<file path="config.mk">
export PLATFORM = sky130hd
export DESIGN_NAME = round_off_arbiter
export DESIGN_NICKNAME = d
export VERILOG_FILES = /design/src/rtl/posit_pkg.sv /design/src/rtl/rr_arbiter.sv /design/src/rtl/round_off_arbiter.sv
export SDC_FILE = /design/constraint.sdc
export NUM_CORES = 1
export LEC_CHECK = 0
export ABC_AREA = 1
export CAP_MARGIN = 20
export CORE_AREA = 2 2 185 187
export DETAILED_ROUTE_END_ITERATION = 7
export DIE_AREA = 0 0 187 189
export GPL_TIMING_DRIVEN = 0
export PLACE_DENSITY = 0.65
export SETUP_SLACK_MARGIN = 0.4
export SYNTH_ARGS = -nofsm -noshare
export SYNTH_HDL_FRONTEND = slang
export SYNTH_SLANG_ARGS = --single-unit
</file>
<file path="constraint.sdc">
create_clock -name clk -period 8.8 [get_ports clk]
set_input_delay 1.76 -clock clk [delete_from_list [all_inputs] [get_ports clk]]
set_output_delay 1.76 -clock clk [all_outputs]
set_load 0.02 [all_outputs]
</file>
<file path="src/rtl/posit_pkg.sv">
// Shared definitions for the posit rounding datapath.
// Holds the operand/result widths used by the lanes and the shared round_off
// unit, the arbiter state encoding, and the packed operand/result bundles.
package posit_pkg;

    localparam int unsigned MANT_W = 64;
    localparam int unsigned OUT_W  = 32;
    localparam int unsigned K_W    = 6;
    localparam int unsigned EXP_W  = 3;

    typedef enum logic [1:0] {
        IDLE  = 2'd0,
        ISSUE = 2'd1,
        WAIT  = 2'd2,
        RESP  = 2'd3
    } arb_state_e;

    // Operand bundle handed to round_off
    typedef struct packed {
        logic [MANT_W-1:0] mantissa;
        logic [K_W-1:0]    k;
        logic [EXP_W-1:0]  exp;
        logic              sign;
    } ro_operand_t;

    // Rounded bundle returned by round_off
    typedef struct packed {
        logic [OUT_W-1:0] mantissa;
        logic [K_W-1:0]   k;
        logic [EXP_W-1:0] exp;
        logic             sign;
    } ro_result_t;

endpackage

</file>
<file path="src/rtl/rr_arbiter.sv">
// Combinational round-robin priority picker.
// Searches upward from last_grant+1 (wrapping) and returns the first set
// request.
// Ports:
//   req        in  N      request vector
//   last_grant in  IDX_W  most recently served index
//   grant      out N      one-hot grant (0 when no request)
//   grant_idx  out IDX_W  encoded grant index (0 when no request)
//   any        out 1      at least one request is set
module rr_arbiter #(
    parameter  int unsigned N     = 4,
    localparam int unsigned IDX_W = $clog2(N)
) (
    input  logic [N-1:0]     req,
    input  logic [IDX_W-1:0] last_grant,
    output logic [N-1:0]     grant,
    output logic [IDX_W-1:0] grant_idx,
    output logic             any
);

    logic             found;
    logic [IDX_W-1:0] cand;

    // Walk the N candidates in rotated priority order, keep the first hit
    always_comb begin
        grant_idx = '0;
        found     = 1'b0;
        cand      = '0;
        for (int unsigned off = 1; off <= N; off++) begin
            cand = IDX_W'((32'(last_grant) + off) % N);
            if (!found && req[cand]) begin
                found     = 1'b1;
                grant_idx = cand;
            end
        end
    end

    assign any   = |req;
    assign grant = any ? (N'(1) << grant_idx) : '0;

endmodule

</file>
<file path="src/rtl/round_off_arbiter.sv">
// Shares one round_off unit among NUM_REQ posit lanes.
// Accepts one lane's operand bundle at a time (round-robin), sequences the
// round_off start/done handshake and returns the rounded bundle tagged with
// the lane id.
// Optional feature macro: ROUND_ARB_TIMEOUT_EN (WAIT watchdog; on expiry
// round_off is reset for one cycle and an error response is returned).
// Ports:
//   clk, rst                   clock, async active-high reset
//   req_valid/req_ready        per-lane request / one-hot accept pulse
//   req_mantissa/k/exp/sign    flattened lane operands
//   ro_rst_n                   active-low reset to round_off
//   ro_start                   one-cycle start pulse
//   ro_shifted_mantissa/k_out/exp_out/sign_out   latched operands
//   ro_done, ro_*_final, ro_mantissa_out         round_off results
//   rsp_valid/rsp_ready        response handshake
//   rsp_id/mantissa/k/exp/sign result fields, rsp_err watchdog abort flag
module round_off_arbiter
    import posit_pkg::*;
#(
    parameter  int unsigned NUM_REQ = 4,
`ifdef ROUND_ARB_TIMEOUT_EN
    parameter  int unsigned TIMEOUT = 64,
`endif
    localparam int unsigned IDX_W   = $clog2(NUM_REQ)
) (
    input  logic                      clk,
    input  logic                      rst,
    input  logic [NUM_REQ-1:0]        req_valid,
    output logic [NUM_REQ-1:0]        req_ready,
    input  logic [NUM_REQ*MANT_W-1:0] req_mantissa,
    input  logic [NUM_REQ*K_W-1:0]    req_k,
    input  logic [NUM_REQ*EXP_W-1:0]  req_exp,
    input  logic [NUM_REQ-1:0]        req_sign,
    output logic                      ro_rst_n,
    output logic                      ro_start,
    output logic [MANT_W-1:0]         ro_shifted_mantissa,
    output logic [K_W-1:0]            ro_k_out,
    output logic [EXP_W-1:0]          ro_exp_out,
    output logic                      ro_sign_out,
    input  logic                      ro_done,
    input  logic [OUT_W-1:0]          ro_mantissa_out,
    input  logic [K_W-1:0]            ro_k_final,
    input  logic [EXP_W-1:0]          ro_exp_final,
    input  logic                      ro_sign_final,
    output logic                      rsp_valid,
    input  logic                      rsp_ready,
    output logic [IDX_W-1:0]          rsp_id,
    output logic [OUT_W-1:0]          rsp_mantissa,
    output logic [K_W-1:0]            rsp_k,
    output logic [EXP_W-1:0]          rsp_exp,
    output logic                      rsp_sign,
    output logic                      rsp_err
);

    arb_state_e       state_q, state_d;
    logic [IDX_W-1:0] last_grant_q;
    logic [IDX_W-1:0] grant_idx_q;
    ro_operand_t      op_q;
    ro_result_t       res_q;

    logic [NUM_REQ-1:0] arb_grant;
    logic [IDX_W-1:0]   arb_idx;
    logic               arb_any;

    logic accept_c;
    logic capture_c;
    logic release_c;
    logic timeout_c;

    ro_operand_t lane_op [NUM_REQ];

    // Unflatten the lane operand buses
    for (genvar i = 0; i < NUM_REQ; i++) begin : g_lane
        assign lane_op[i] = '{
            mantissa: req_mantissa[i*MANT_W +: MANT_W],
            k:        req_k[i*K_W +: K_W],
            exp:      req_exp[i*EXP_W +: EXP_W],
            sign:     req_sign[i]
        };
    end

    rr_arbiter #(
        .N (NUM_REQ)
    ) u_rr (
        .req        (req_valid),
        .last_grant (last_grant_q),
        .grant      (arb_grant),
        .grant_idx  (arb_idx),
        .any        (arb_any)
    );

    // State register
    always_ff @(posedge clk or posedge rst) begin
        if (rst) begin
            state_q <= IDLE;
        end else begin
            state_q <= state_d;
        end
    end

    // Next-state logic
    always_comb begin
        state_d = state_q;
        case (state_q)
            IDLE:    if (arb_any) state_d = ISSUE;
            ISSUE:   state_d = WAIT;
            WAIT:    if (ro_done || timeout_c) state_d = RESP;
            RESP:    if (rsp_ready) state_d = IDLE;
            default: state_d = IDLE;
        endcase
    end

    // Output / strobe decode; req_ready is combinational from req_valid
    always_comb begin
        req_ready = '0;
        accept_c  = 1'b0;
        capture_c = 1'b0;
        release_c = 1'b0;
        case (state_q)
            IDLE: begin
                accept_c  = arb_any;
                req_ready = arb_grant;
            end
            WAIT:    capture_c = ro_done;
            RESP:    release_c = rsp_ready;
            default: ;
        endcase
    end

    // Operand latch, start pulse, response capture and grant history
    always_ff @(posedge clk or posedge rst) begin
        if (rst) begin
            op_q         <= '0;
            grant_idx_q  <= '0;
            last_grant_q <= IDX_W'(NUM_REQ - 1);
            ro_start     <= 1'b0;
            res_q        <= '0;
            rsp_id       <= '0;
            rsp_valid    <= 1'b0;
        end else begin
            ro_start <= accept_c;
            if (accept_c) begin
                op_q        <= lane_op[arb_idx];
                grant_idx_q <= arb_idx;
            end
            if (capture_c) begin
                res_q     <= '{mantissa: ro_mantissa_out, k: ro_k_final,
                               exp: ro_exp_final, sign: ro_sign_final};
                rsp_id    <= grant_idx_q;
                rsp_valid <= 1'b1;
            end else if (timeout_c) begin
                res_q     <= '0;
                rsp_id    <= grant_idx_q;
                rsp_valid <= 1'b1;
            end
            if (release_c) begin
                rsp_valid    <= 1'b0;
                last_grant_q <= grant_idx_q;
            end
        end
    end

    assign ro_shifted_mantissa = op_q.mantissa;
    assign ro_k_out            = op_q.k;
    assign ro_exp_out          = op_q.exp;
    assign ro_sign_out         = op_q.sign;

    assign rsp_mantissa = res_q.mantissa;
    assign rsp_k        = res_q.k;
    assign rsp_exp      = res_q.exp;
    assign rsp_sign     = res_q.sign;

`ifdef ROUND_ARB_TIMEOUT_EN
    localparam int unsigned CNT_W = $clog2(TIMEOUT + 1);

    logic [CNT_W-1:0] wd_cnt_q;
    logic             ro_abort_q;
    logic             rsp_err_q;

    // Counts WAIT cycles; zero on the first WAIT cycle
    always_ff @(posedge clk or posedge rst) begin
        if (rst) begin
            wd_cnt_q <= '0;
        end else if (state_q != WAIT) begin
            wd_cnt_q <= '0;
        end else begin
            wd_cnt_q <= wd_cnt_q + CNT_W'(1);
        end
    end

    // Expires after TIMEOUT WAIT cycles without ro_done
    assign timeout_c = (state_q == WAIT) && !ro_done
                       && (wd_cnt_q == CNT_W'(TIMEOUT - 1));

    // One-cycle round_off reset after expiry; error flag held through RESP
    always_ff @(posedge clk or posedge rst) begin
        if (rst) begin
            ro_abort_q <= 1'b0;
            rsp_err_q  <= 1'b0;
        end else begin
            ro_abort_q <= timeout_c;
            if (timeout_c) begin
                rsp_err_q <= 1'b1;
            end else if (capture_c || release_c) begin
                rsp_err_q <= 1'b0;
            end
        end
    end

    assign ro_rst_n = ~rst & ~ro_abort_q;
    assign rsp_err  = rsp_err_q;
`else
    assign timeout_c = 1'b0;
    assign ro_rst_n  = ~rst;
    assign rsp_err   = 1'b0;
`endif

endmodule

</file>
Word level (Yosys, flattened, before mapping)
Index checks and enable logic that the tools add are counted.
{"block": "totals", "register_bits": 126, "latchBits": 0, "ramBits": 0, "mem_bits_ro": 0, "input_bits": 346, "output_inout_bits": 126, "memories": 0}
{"block": "classes", "add_sub_neg": 4, "n_mul": 0, "div": 0, "n_lt_le_gt_ge": 5, "n_eq_ne": 6, "n_shift": 1, "n_mux": 29, "bitwise": 2, "n_reduce_logical": 10}
{"cell": "$bmux W74 S2", "count": 1}
{"cell": "$mux W74", "count": 2}
{"cell": "$mux W2", "count": 7}
{"cell": "$lt A2 B3 Y1 const B", "count": 4}
{"cell": "$mux W1", "count": 12}
{"cell": "$bmux W1 S2", "count": 4}
{"cell": "$mux W4", "count": 2}
{"cell": "$pmux W2 S4", "count": 1}
{"cell": "$ne A2 B2 Y1 const B", "count": 3}
{"cell": "$add A2 B1 Y2 const B", "count": 2}
{"cell": "$add A2 B2 Y2 const B", "count": 2}
{"cell": "$eq A2 B2 Y1 const B", "count": 2}
{"cell": "$reduce_or A4 Y1", "count": 1}
{"cell": "$shl A1 B2 Y4 const A", "count": 1}
{"cell": "$ge A3 B3 Y1 const B", "count": 1}
{"cell": "$logic_and A1 B1 Y1", "count": 3}
{"cell": "$logic_not A1 Y1", "count": 3}
{"cell": "$not A2 Y3", "count": 1}
{"cell": "$reduce_and A3 Y1", "count": 1}
{"cell": "$eq A2 B1 Y1 const B", "count": 1}
{"cell": "$logic_not A2 Y1", "count": 1}
{"cell": "$reduce_bool A2 Y1", "count": 1}
{"cell": "$not A1 Y1", "count": 1}

Depth between registers and ports, before layout
{"block": "logic_depth", "ltp_word": 17, "ltp_mapped": 18, "ltp_nobuf": 15}

Hierarchy
From an unflattened synthesis, not the netlist that was laid out.
{"block": "unflattened", "hier_cells": 1305, "area_unflattened_um2": 8016.4}
{"module": "round_off_arbiter", "instances": 1, "cells_per_inst": 1238, "area_per_inst_um2": 7693.6, "seq_area_each_um2": 3155.5}
{"module": "rr_arbiter", "instances": 1, "cells_per_inst": 67, "area_per_inst_um2": 322.8, "seq_area_each_um2": 0.0}

Least setup slack after synthesis
No wires, ideal clock.
{"block": "synth_timing", "path_kind": "input -> output", "start": "in rst", "end": "out ro_rst_n", "arrival_time_ns": 4.463, "required_ns": 7.040, "setup_slack_ns": 2.577, "cell_stages": 1, "n_path_buf": 0, "cell_sequence": "inv_1"}
{"block": "synth_between", "elab_chain_cells": 1}
{"item": "start: declaration", "line_no": "round_off_arbiter.sv:27", "rtl": "input logic rst,"}
{"item": "$not A1 Y1", "line_no": "round_off_arbiter.sv:214", "rtl": "assign ro_rst_n = ~rst;"}
{"item": "end: declaration", "line_no": "round_off_arbiter.sv:34", "rtl": "output logic ro_rst_n,"}
No other way between the ends.

Final worst setup path
{"block": "layout_timing", "start": "in req_valid[3]", "end": "out req_ready[0]"}
{"block": "layout_between", "elab_chain_cells": 15, "word_cells_on_any_way": 25, "cone_classes": "1 x shift; 17 x mux; 7 x reduce/logical"}
{"item": "start: declaration", "line_no": "round_off_arbiter.sv:28", "rtl": "input logic [NUM_REQ-1:0] req_valid,"}
{"item": "$bmux W1 S2", "line_no": "rr_arbiter.sv:31", "rtl": "if (!found && req[cand]) begin"}
{"item": "$mux W1 (implied by the code)", "line_no": "rr_arbiter.sv:31"}
{"item": "$mux W1", "line_no": "rr_arbiter.sv:31"}
{"item": "$logic_not A1 Y1", "line_no": "rr_arbiter.sv:31"}
{"item": "$logic_and A1 B1 Y1", "line_no": "rr_arbiter.sv:31"}
{"item": "$mux W1", "line_no": "rr_arbiter.sv:31"}
{"item": "$logic_not A1 Y1", "line_no": "rr_arbiter.sv:31"}
{"item": "$logic_and A1 B1 Y1", "line_no": "rr_arbiter.sv:31"}
{"item": "$mux W1", "line_no": "rr_arbiter.sv:31"}
{"item": "$logic_not A1 Y1", "line_no": "rr_arbiter.sv:31"}
{"item": "$logic_and A1 B1 Y1", "line_no": "rr_arbiter.sv:31"}
{"item": "$mux W2", "line_no": "rr_arbiter.sv:31"}
{"item": "$shl A1 B2 Y4", "line_no": "rr_arbiter.sv:39", "rtl": "assign grant = any ? (N'(1) << grant_idx) : '0;"}
{"item": "$mux W4 (*)", "line_no": "rr_arbiter.sv:39"}
{"item": "$mux W4 (*)", "line_no": "round_off_arbiter.sv:119", "rtl": "case (state_q)"}
{"item": "end: declaration", "line_no": "round_off_arbiter.sv:29", "rtl": "output logic [NUM_REQ-1:0] req_ready,"}
Mark *: on every way between the ends. The rest lies on a longest branch, timed or not. The select of a mux whose other input is x is not followed.

==> qor.yml <==
routing:
  highest_layer: "met4"
  routed_wl_um: 39300
  antenna_left: 0
  drt_iter0_drc: 522
  via_count: 10275
  wl_met2_um: 19300
  drc: 0
  dr_wl_met3_um: 3060
  vias_per_cell: 4.52
  routedWlPerCell_um: 17.3
  drt_pass1_iterations: 5
  wl_met1_um: 16100
worst_setup_path:
  startpoint: "req_valid[3]"
  path_max_fanout: 10
  endpoint_kind: "output pin"
  crit_type: "primary input to output pin"
  start_kind: "primary input"
  cpMostUsedCell: "clkdlybuf4s50_1"
  r2r_setup_slack_ns: 5.67
  cp_top_family: "buffers and inverters"
  crit_path_max_incr_delay_ns: 0.65
  path_buf_inv: 5
  worstRegToRegCells: 15
  cp_cell_sequence: "clkdlybuf4s50_1 > nor4_1 > nor2_1 > buf_6 > inv_1 > clkbuf_1 > nor3_1 > clkdlybuf4s50_1"
  reg2reg_from: "last_grant_q[0]"
  cpMaxStageDelayCell: "clkbuf_1"
  required_ns: 7.04
  r2r-end: "ro_shifted_mantissa[25]"
  crit_arrival_ns: 4.64
clock_tree:
  root_buffer: "clkbuf_16"
  clkTransAtPathRegs_ns: 0.06
  cts_inserted_buffers: 17
  cts_tree: "yes"
  insertion_delay_ns: 0.41
  cts.sinks: 126
  cts_resized: 0
  post_cts_buffers: 0
  cts_buffer_depth: 2
  ctsHoldBuffers: 0
  h-tree-depth: 4
yosys:
  yosysWarnings: 0
  syn_area_per_cell_um2: 6.17
  yosysSeqAreaShare_pct: 38.7
  synthCells: 1320
  synth_fp_nets: 1669
  ys_ff_latch: 126
  synth_cell_types: 31
  synth_area_um2: 8150
sta:
  slew_violations: 0
  final.setup.worst_slack_ns: 2.40
  hold_viol_final: 0
  worstMarginPinSlew_ns: 0.970
  timing.final.crit_share_pct: 72.7
  whs_ns: 0.477
  clock_skew_ns: 0.00885
  relSlewSlack_pct: 35.3
  rsz0062_at_grt: "no"
  period_minus_slack_ns: 6.40
  max_freq_mhz: 156
  setup_viol: 0
floorplan:
  num_rows: 67
  start_util_pct: 24.5
  design.core.area_um2: 33300
  fp.dieH_um: 189
  die_w_um: 187
  die_area_um2: 35300
  pin_count: 472
global_routing:
  grt_pass1_vias: 10173
  grt_first_pass_wirelength_um: 59600
  grt_usage_pct: 21.8
  overflow: 0
  grt_antenna_before_repair: 1
  grt_max_degree: 66
placed_design:
  port_buffers: 470
  post-place-ws_ns: 2.31
  globalplace.congestion: 0.938
  placed_cell_area_um2: 13500
  dp_cells: 2240
  hpwl_um: 30600
hold_path:
  min_to: "ro_shifted_mantissa[55]"
  hold_depth: 2
  worstHoldStart: "ro_shifted_mantissa[55]"
  hold_path_class: "flop to flop"
cells_and_area:
  nets: 2160
  mostFrequentLayoutCells: "nand2_1, clkdlybuf4s50_1, nand3_1"
  syn_to_final_growth_pct: 72.0
  final_cell_count_no_fill: 2273
  design_area_um2: 14000
  final_common_cell: "nand2_1"
  drive_gt1_share_pct: 5.87
run:
  cap_violations: 0
status:
  status: "finished, final reports clean"
power_and_ir_drop:
  ir_drop_mv: 0.178
  p_per_area_nw_per_um2: 439
  cellLeakagePower_uw: 0.00710
## per-layer routing
layer  track usage, %  vias up
met5                0        -
met4             5.77        0
met3             5.45       52
met2             38.8      468
met1             26.1     4713
li1                 -     5042
## state kept, by name, summed over array words and instances (netlist names)
signal,cells
rsp_sign,1
ro_start,1
rsp_mantissa,32
ro_sign_out,1
last_grant_q,2
ro_shifted_mantissa,64
ro_k_out,6
state_q,2
rsp_id,2
ro_exp_out,3
rsp_valid,1
grant_idx_q,2
rsp_exp,3
rsp_k,6
## cells by family (layout without fill, tap and decap cells)
kind of cell    count (synthesis)  after routing  share of synthesized area [%]
simple gates                 1070           1070                           52.7
flops                         126            126                           38.7
buf+inv                       108            612                           7.25
compound gates                 12             12                          0.860
fa+ha+maj                       3              3                          0.461
other cells                     1              2                         0.0460
## per-stage QoR
step	total power [uW]	setup TNS, ns	util [%]
6_report	6160	0	42.1
3_3_place_gp	5450	-0.169	40.3
3_5_place_dp	5490	0	40.4
2_1_floorplan	3770	0	-
5_1_grt	6730	0	42.1
4_1_cts	6210	0	42.1
## cell type report
cell class                      instances  area, um^2
Antenna cell                            1        2.50
Buffer                                 91         524
Clock buffer                           19         443
Clock inverter                         13         116
Fill cell                            3473       19300
Inverter                               17        71.3
Multi-Input combinational cell       1086        4400
Sequential cell                       126        3160
Tap cell                              448         561
Timing Repair Buffer                  472        4740
## how the worst max path moves through the flow
stage              endpoint  slack, ns  depth (start not counted)
3_3_place_gp       ro_rst_n      -0.17                          3
4_1_cts        req_ready[0]       2.31                          8
6_report       req_ready[0]       2.40                          8
5_1_grt        req_ready[0]       2.05                          8
2_1_floorplan      ro_rst_n       2.58                          1
3_5_place_dp   req_ready[0]       2.31                          8
## power by group
group / switching (uW) / leakage (uW) / internal, uW
Sequential: 153 / 0.00158 / 859
Combinational: 2820 / 0.00526 / 1640
Clock: 289 / 0.000258 / 397
Total: 3260 / 0.00710 / 2890
## cell usage after synthesis (all sizes together)
master / instances / area, um^2
nand2: 903 / 3410
nand3: 153 / 778
dfrtp: 124 / 3100
buf: 55 / 389
clkbuf: 36 / 135
inv: 16 / 62.6
o21ai: 8 / 43.8
nor2: 7 / 43.8
ha: 3 / 37.5
nand4: 3 / 33.8
nor3: 3 / 15.0
a21oi: 2 / 10.0
dfstp: 2 / 52.6
clkinv: 1 / 3.75
conb: 1 / 3.75
nor4: 1 / 6.26
o21a: 1 / 7.51
o221ai: 1 / 8.76
## tightest hold or removal path, stage by stage, from the launching register on
cell     delay [ns]
dfrtp_1        0.34
nand2_1        0.05
nand2_1        0.06
No activity file was read; power rests on OpenSTA's default activity.
